**config.mk**
```make
export PLATFORM = sky130hd
export DESIGN_NAME = seq_alu
export DESIGN_NICKNAME = d
export VERILOG_FILES = /design/src/rtl/seq_alu.sv
export SDC_FILE = /design/constraint.sdc
export NUM_CORES = 1
export LEC_CHECK = 0
export ABC_AREA = 1
export BUFFER_PORTS_ARGS = -buffer_cell sky130_fd_sc_hd__buf_2
export CORE_AREA = 3 3 156 158
export CTS_CLUSTER_SIZE = 12
export DETAILED_ROUTE_END_ITERATION = 7
export DIE_AREA = 0 0 159 161
export PLACE_DENSITY = 0.71
export SLEW_MARGIN = 20
export SYNTH_ARGS = -nofsm -noshare
export SYNTH_HDL_FRONTEND = slang
export SYNTH_SLANG_ARGS = --single-unit
```
**constraint.sdc**
```tcl
create_clock -name clk_i -period 5.9 [get_ports clk_i]
set_input_delay 0.59 -clock clk_i [delete_from_list [all_inputs] [get_ports clk_i]]
set_output_delay 0.59 -clock clk_i [all_outputs]
set_load 0.01 [all_outputs]
```
**src/rtl/seq_alu.sv**
```systemverilog
// Handshaked sequential ALU: single/double-word ops, multi-cycle shifts, registered result/flags.
// Define SEQ_ALU_MUL_EN to build the iterative shift-add multiplier for op 18.
module seq_alu #(
    parameter int unsigned WIDTH = 16
) (
    input  logic             clk_i,
    input  logic             rst_i,
    input  logic             in_valid_i,
    output logic             in_ready_o,
    input  logic [4:0]       op_i,
    input  logic [WIDTH-1:0] ha_i,
    input  logic [WIDTH-1:0] la_i,
    input  logic [WIDTH-1:0] hb_i,
    input  logic [WIDTH-1:0] lb_i,
    output logic             out_valid_o,
    input  logic             out_ready_i,
    output logic [WIDTH-1:0] hc_o,
    output logic [WIDTH-1:0] lc_o,
    output logic             zr_o,
    output logic             ng_o,
    output logic             carry_o,
    output logic             illegal_o
);

    localparam int unsigned DW   = 2 * WIDTH;
    localparam int unsigned CntW = $clog2(DW);

    typedef enum logic [1:0] {StIdle, StRun, StDone} state_e;

    localparam logic [1:0] KindShr = 2'd0;
    localparam logic [1:0] KindShl = 2'd1;
`ifdef SEQ_ALU_MUL_EN
    localparam logic [1:0] KindMul = 2'd2;
`endif

    state_e            state_q, state_d;
    logic [1:0]        kind_q, kind_d;
    logic [CntW-1:0]   cnt_q, cnt_d;
    logic [DW-1:0]     work_q, work_d;
    logic [WIDTH-1:0]  hc_q, hc_d, lc_q, lc_d;
    logic              zr_q, zr_d, ng_q, ng_d, carry_q, carry_d, illegal_q, illegal_d;
`ifdef SEQ_ALU_MUL_EN
    logic [WIDTH-1:0]  mcand_q, mcand_d;
    logic [WIDTH:0]    msum;
`endif

    logic              dbl;
    logic [DW:0]       ax, bx, ar;
    logic              ar_c;
    logic [CntW-1:0]   k;
    logic [DW-1:0]     step;
    logic              step_c;
    logic              ld, ld_c, ld_narrow, ld_ill;
    logic [DW-1:0]     ld_res;

    assign in_ready_o  = (state_q == StIdle) && !rst_i;
    assign out_valid_o = (state_q == StDone);
    assign hc_o        = hc_q;
    assign lc_o        = lc_q;
    assign zr_o        = zr_q;
    assign ng_o        = ng_q;
    assign carry_o     = carry_q;
    assign illegal_o   = illegal_q;

    // Single-cycle datapath: operands zero-extended one bit past the active width so the
    // carry/borrow of every arithmetic op lands in bit WIDTH (narrow) or bit DW (wide).
    always_comb begin
        dbl = op_i[3];
        ax  = dbl ? {1'b0, ha_i, la_i} : {{(WIDTH + 1){1'b0}}, la_i};
        bx  = dbl ? {1'b0, hb_i, lb_i} : {{(WIDTH + 1){1'b0}}, lb_i};
        k   = la_i[CntW-1:0];
        unique case (op_i[2:0])
            3'd0:    ar = ax + bx;
            3'd1:    ar = ax - bx;
            3'd2:    ar = ax & bx;
            3'd3:    ar = ax | bx;
            3'd4:    ar = bx >> 1;
            3'd5:    ar = bx << 1;
            3'd6:    ar = bx - (DW + 1)'(1);
            default: ar = bx + (DW + 1)'(1);
        endcase
        if (op_i[2:0] == 3'd4) begin
            ar_c = bx[0];
        end else begin
            ar_c = dbl ? ar[DW] : ar[WIDTH];
        end
    end

    // One iteration of the active multi-cycle operation.
    always_comb begin
        step   = work_q >> 1;
        step_c = work_q[0];
`ifdef SEQ_ALU_MUL_EN
        msum = {1'b0, work_q[DW-1:WIDTH]} + {1'b0, (work_q[0] ? mcand_q : {WIDTH{1'b0}})};
`endif
        if (kind_q == KindShl) begin
            step   = work_q << 1;
            step_c = work_q[DW-1];
        end
`ifdef SEQ_ALU_MUL_EN
        else if (kind_q == KindMul) begin
            step   = {msum, work_q[WIDTH-1:1]};
            step_c = 1'b0;
        end
`endif
    end

    always_comb begin
        state_d   = state_q;
        kind_d    = kind_q;
        cnt_d     = cnt_q;
        work_d    = work_q;
        ld        = 1'b0;
        ld_res    = '0;
        ld_c      = 1'b0;
        ld_narrow = 1'b0;
        ld_ill    = 1'b0;
`ifdef SEQ_ALU_MUL_EN
        mcand_d   = mcand_q;
`endif
        unique case (state_q)
            StIdle: begin
                if (in_valid_i && in_ready_o) begin
                    state_d = StDone;
                    if (op_i < 5'd16) begin
                        ld        = 1'b1;
                        ld_res    = dbl ? ar[DW-1:0] : {{WIDTH{1'b0}}, ar[WIDTH-1:0]};
                        ld_c      = ar_c;
                        ld_narrow = !dbl;
                    end else if (op_i == 5'd16 || op_i == 5'd17) begin
                        if (k == '0) begin
                            ld     = 1'b1;
                            ld_res = {hb_i, lb_i};
                        end else begin
                            state_d = StRun;
                            work_d  = {hb_i, lb_i};
                            cnt_d   = k;
                            kind_d  = op_i[0] ? KindShl : KindShr;
                        end
                    end
`ifdef SEQ_ALU_MUL_EN
                    else if (op_i == 5'd18) begin
                        state_d = StRun;
                        work_d  = {{WIDTH{1'b0}}, lb_i};
                        mcand_d = la_i;
                        cnt_d   = CntW'(WIDTH);
                        kind_d  = KindMul;
                    end
`endif
                    else begin
                        ld     = 1'b1;
                        ld_ill = 1'b1;
                    end
                end
            end
            StRun: begin
                work_d = step;
                cnt_d  = cnt_q - CntW'(1);
                if (cnt_q == CntW'(1)) begin
                    state_d = StDone;
                    ld      = 1'b1;
                    ld_res  = step;
                    ld_c    = step_c;
                end
            end
            StDone: begin
                if (out_ready_i) begin
                    state_d = StIdle;
                end
            end
            default: state_d = StIdle;
        endcase

        hc_d      = hc_q;
        lc_d      = lc_q;
        zr_d      = zr_q;
        ng_d      = ng_q;
        carry_d   = carry_q;
        illegal_d = illegal_q;
        if (ld) begin
            hc_d      = ld_res[DW-1:WIDTH];
            lc_d      = ld_res[WIDTH-1:0];
            zr_d      = (ld_res == '0);
            ng_d      = ld_narrow ? ld_res[WIDTH-1] : ld_res[DW-1];
            carry_d   = ld_c;
            illegal_d = ld_ill;
        end
    end

    always_ff @(posedge clk_i or posedge rst_i) begin
        if (rst_i) begin
            state_q   <= StIdle;
            kind_q    <= KindShr;
            cnt_q     <= '0;
            work_q    <= '0;
            hc_q      <= '0;
            lc_q      <= '0;
            zr_q      <= 1'b0;
            ng_q      <= 1'b0;
            carry_q   <= 1'b0;
            illegal_q <= 1'b0;
`ifdef SEQ_ALU_MUL_EN
            mcand_q   <= '0;
`endif
        end else begin
            state_q   <= state_d;
            kind_q    <= kind_d;
            cnt_q     <= cnt_d;
            work_q    <= work_d;
            hc_q      <= hc_d;
            lc_q      <= lc_d;
            zr_q      <= zr_d;
            ng_q      <= ng_d;
            carry_q   <= carry_d;
            illegal_q <= illegal_d;
`ifdef SEQ_ALU_MUL_EN
            mcand_q   <= mcand_d;
`endif
        end
    end

endmodule

```
==> metrics.md <==
| Metric | Value |
|---|---|
| Placed wire-length estimate after detailed placement | ~39 mm |
| Static leakage power | 7.32 nW |
| Number of nets in the final layout | 2407 |
| Critical-path cell with the highest stage delay | sky130_fd_sc_hd__ha_1 |
| GRT Util Overall | 36.2% |
| Maximum clock skew at final layout | 10.7 ps |
| Starting utilization of the core area | 52.1% |
| Startpoint of the worst register-to-register path | kind_q[0] |
| Post-synthesis area per instance | 5.67 um2 |
| Maximum number of pins on one net before global-route repair | 77 |
| Final routed wirelength across all metal layers | 47.6 mm |
| DP Worst Slack | 912 ps |
| CTS H-Tree Depth | 3 |
| Data arrival time of the critical path | 4960 ps |
| Final-report max-slew violation count | 0 |
| Max-cap violation count | 0 |
| Site Rows | 56 |
| End point of the most critical hold path | lc_o[0] |
| Hold Path Class | reg2reg |
| Most frequent cell on the critical path | sky130_fd_sc_hd__nand2_1 |
| Antenna Nets Post-Route | 0 |
| Worst rel slew slack | 26.6% |
| Clock slew at reported path FFs | 70 ps |
| Die outline area | 25600 um2 |
| Hold Path Cell Cnt | 2 |
| Worst Path Class, Setup | in2reg |
| TritonCTS clock tree | yes |
| Register-to-Register Path Depth | 16 |
| Placeable Area | 23300 um2 |
| Final hold violation count | 0 |
| Worst Path Required | about 6000 ps |
| Cell count after synthesis | 2137 |
| Number of flops mapped to enable cells by yosys | 0 |
| Number of distinct library cells after synthesis | 47 |
| Remaining routing DRC violations | 0 |
| Setup Buffers After CTS | 0 |
| Tightest Pin Transition | around 1100 ps |
| Iteration-0 DRC Markers | 1967 |
| Die height | approximately 160 um |
| Peak clock frequency supported by timing | roughly 210 MHz |
| Post-route clock period utilization | 80.7% |
| Leading cell type in the layout, fill and taps excluded | sky130_fd_sc_hd__nand2_1 |
| Sequential element share of the synthesized area | 15.7% |
| Max VDD drop | ~0.15 mV |
| Wire length of the first global-routing pass | approximately 74 mm |
| Initial DRT Pass Iterations | 7 |
| Synth-to-layout area growth | 8.79% |
| Worst setup EP type | flip-flop |
| Worst skew pair latency | 340 ps |
| Family with the most delay on the worst path | simple AND/OR/NAND/NOR gates |
| Post-CTS resize count | 0 |
| N_diodes | 0 |
| Leading cell types in the layout, fill and taps excluded | sky130_fd_sc_hd__nand2_1 (618), sky130_fd_sc_hd__inv_1 (300), sky130_fd_sc_hd__nor2_1 (255) |
| Via count normalized by instance count | about 5.8 |
| Crit Reg-Reg Endpoint | zr_o |
| Final Wtd Congestion | around 1 |
| Floorplan die width | between 150 and 200 um |
| Min Tclk post-route | around 4800 ps |
| Most common flop cell mapped by yosys | sky130_fd_sc_hd__dfrtp_1 |
| RSZ-0062 raised after global routing | no |
| Initial antenna violation count | 0 |
| Biggest cell delay along the critical path | 430 ps |
| Buffer type at the clock tree root | sky130_fd_sc_hd__clkbuf_16 |
| Yosys Warn Count | 0 |
| Deepest clock path buffer count | 2 |
| Clock buffers created by TritonCTS | 9 |
| Hold_sp | lc_o[0] |
| Post-synthesis register bit count | 76 |
| Num ports | ~110 |
| Total nets after synthesis | 2344 |
| # setup viols final | 0 |
| Kind of launch point of the worst setup path | input pin |
| Share of final-layout standard cells stronger than drive strength 1 | 7.26% |
| Port bufs | 110 |
| Peak fanout along the critical path | 6 |
| Setup TNS Final | 0 ps |
| Number of buffers added to fix hold violations after cts | 0 |
| Via count of the first global-routing pass | 13385 |
| Final worst slack | approximately 1100 ps |
| Syn Std Cell Area | around 12000 um2 |
| Power per cell area | 201 nW/um2 |
| Congestion Overflow GR | 0 |
| Critical path buffer and inverter count | 4 |
| Total vias in the final route | 14644 |
| FFs w/ async S/R, synth | 100% |
| Status | complete, no violations |
| Wire length per cell | 18.9 um |
| Worst setup slack for register-to-register paths | around 1800 ps |
| Number of sinks handled by clock tree synthesis | 76 |
==> area by class of cell <==
| cell class | count | area, um2 |
|---|---|---|
| Clock inverter | 6 | 138 |
| Clock buffer | 9 | 225 |
| Multi-Input combinational cell | 1688 | 8760 |
| Sequential cell | 76 | 1900 |
| Fill cell | 2488 | 10100 |
| Tap cell | 319 | 399 |
| Timing Repair Buffer | 116 | 596 |
| Inverter | 309 | 1160 |
==> how the worst max path moves through the flow <==
stage | from | endpoint | slack (ps) | cells after the start
final | la_i[0] | carry_o | 1140 | 30
after global placement | la_i[0] | carry_o | 1010 | 30
after global routing | la_i[0] | carry_o | 580 | 30
after floorplan | la_i[0] | zr_o | 2040 | 31
after CTS | la_i[0] | carry_o | 1230 | 30
after detailed placement | la_i[0] | carry_o | 910 | 30
==> worst min-delay path, delay by kind of cell, from the launching register on <==
kind             cells  cell delay, ps
and+or+nand+nor      2             110
DFF                  1             340
==> state kept, by name, summed over array words and instances (netlist names) <==
signal     flops
work_q        32
kind_q         1
cnt_q          5
lc_o          16
state_q        2
hc_o          16
illegal_o      1
ng_o           1
zr_o           1
carry_o        1
==> synthesized netlist by cell type, types with 7 or more instances <==
master	instances	share of area (%)
sky130_fd_sc_hd__nand2_1	619	19
sky130_fd_sc_hd__inv_1	302	9.4
sky130_fd_sc_hd__nor2_1	256	7.9
sky130_fd_sc_hd__nand3_1	200	8.3
sky130_fd_sc_hd__o21ai_0	150	6.2
sky130_fd_sc_hd__ha_1	132	14
sky130_fd_sc_hd__a21oi_1	120	5.0
sky130_fd_sc_hd__dfrtp_1	76	16
sky130_fd_sc_hd__nand4_1	34	1.8
sky130_fd_sc_hd__a31oi_1	32	1.7
sky130_fd_sc_hd__clkbuf_1	27	0.84
sky130_fd_sc_hd__o22ai_1	25	1.3
sky130_fd_sc_hd__buf_2	24	0.99
sky130_fd_sc_hd__nor3_1	23	0.95
sky130_fd_sc_hd__a211oi_1	18	1.1
sky130_fd_sc_hd__o21bai_1	9	0.56
sky130_fd_sc_hd__inv_2	7	0.22
==> metrics by stage <==
step	hold slack [ps]	cells	util [%]	power [mW]	cell area [um2]
after floorplan	506	2137	-	1.56	12100
after global placement	457	2508	55.1	1.91	12800
after detailed placement	465	2508	55.1	1.93	12800
after CTS	480	2523	56.6	2.62	13200
after global routing	517	2523	56.7	2.83	13200
final	483	2523	56.7	2.65	13200
==> report_power, final <==
part	switching (mW)	internal, mW	total, mW
clock network	0.228	0.456	0.684
logic	0.770	0.360	1.13
registers	0.136	0.696	0.832
total	1.13	1.51	2.65
==> layer usage <==
metal / vias to the layer above / share of wire [%] / wire length, um / track usage, %
met5: - / 0 / 0 / 0
met4: 0 / 3.1 / 1490 / 10.8
met3: 85 / 10 / 4750 / 5.69
met2: 733 / 42 / 19800 / 54.3
met1: 6727 / 45 / 21500 / 53.7
li1: 7099 / - / - / -
==> cell families (layout without fill, tap and decap cells) <==
logic type	after synthesis	count (layout)	synth area share, %
simple gates	1165	1165	40.2
flops	76	76	15.7
xor+xnor	2	2	0.145
compound gates	387	387	17.9
fa+ha+maj	134	134	14.0
buf+inv	373	440	12.1
Power figures use the tool's default switching activity.
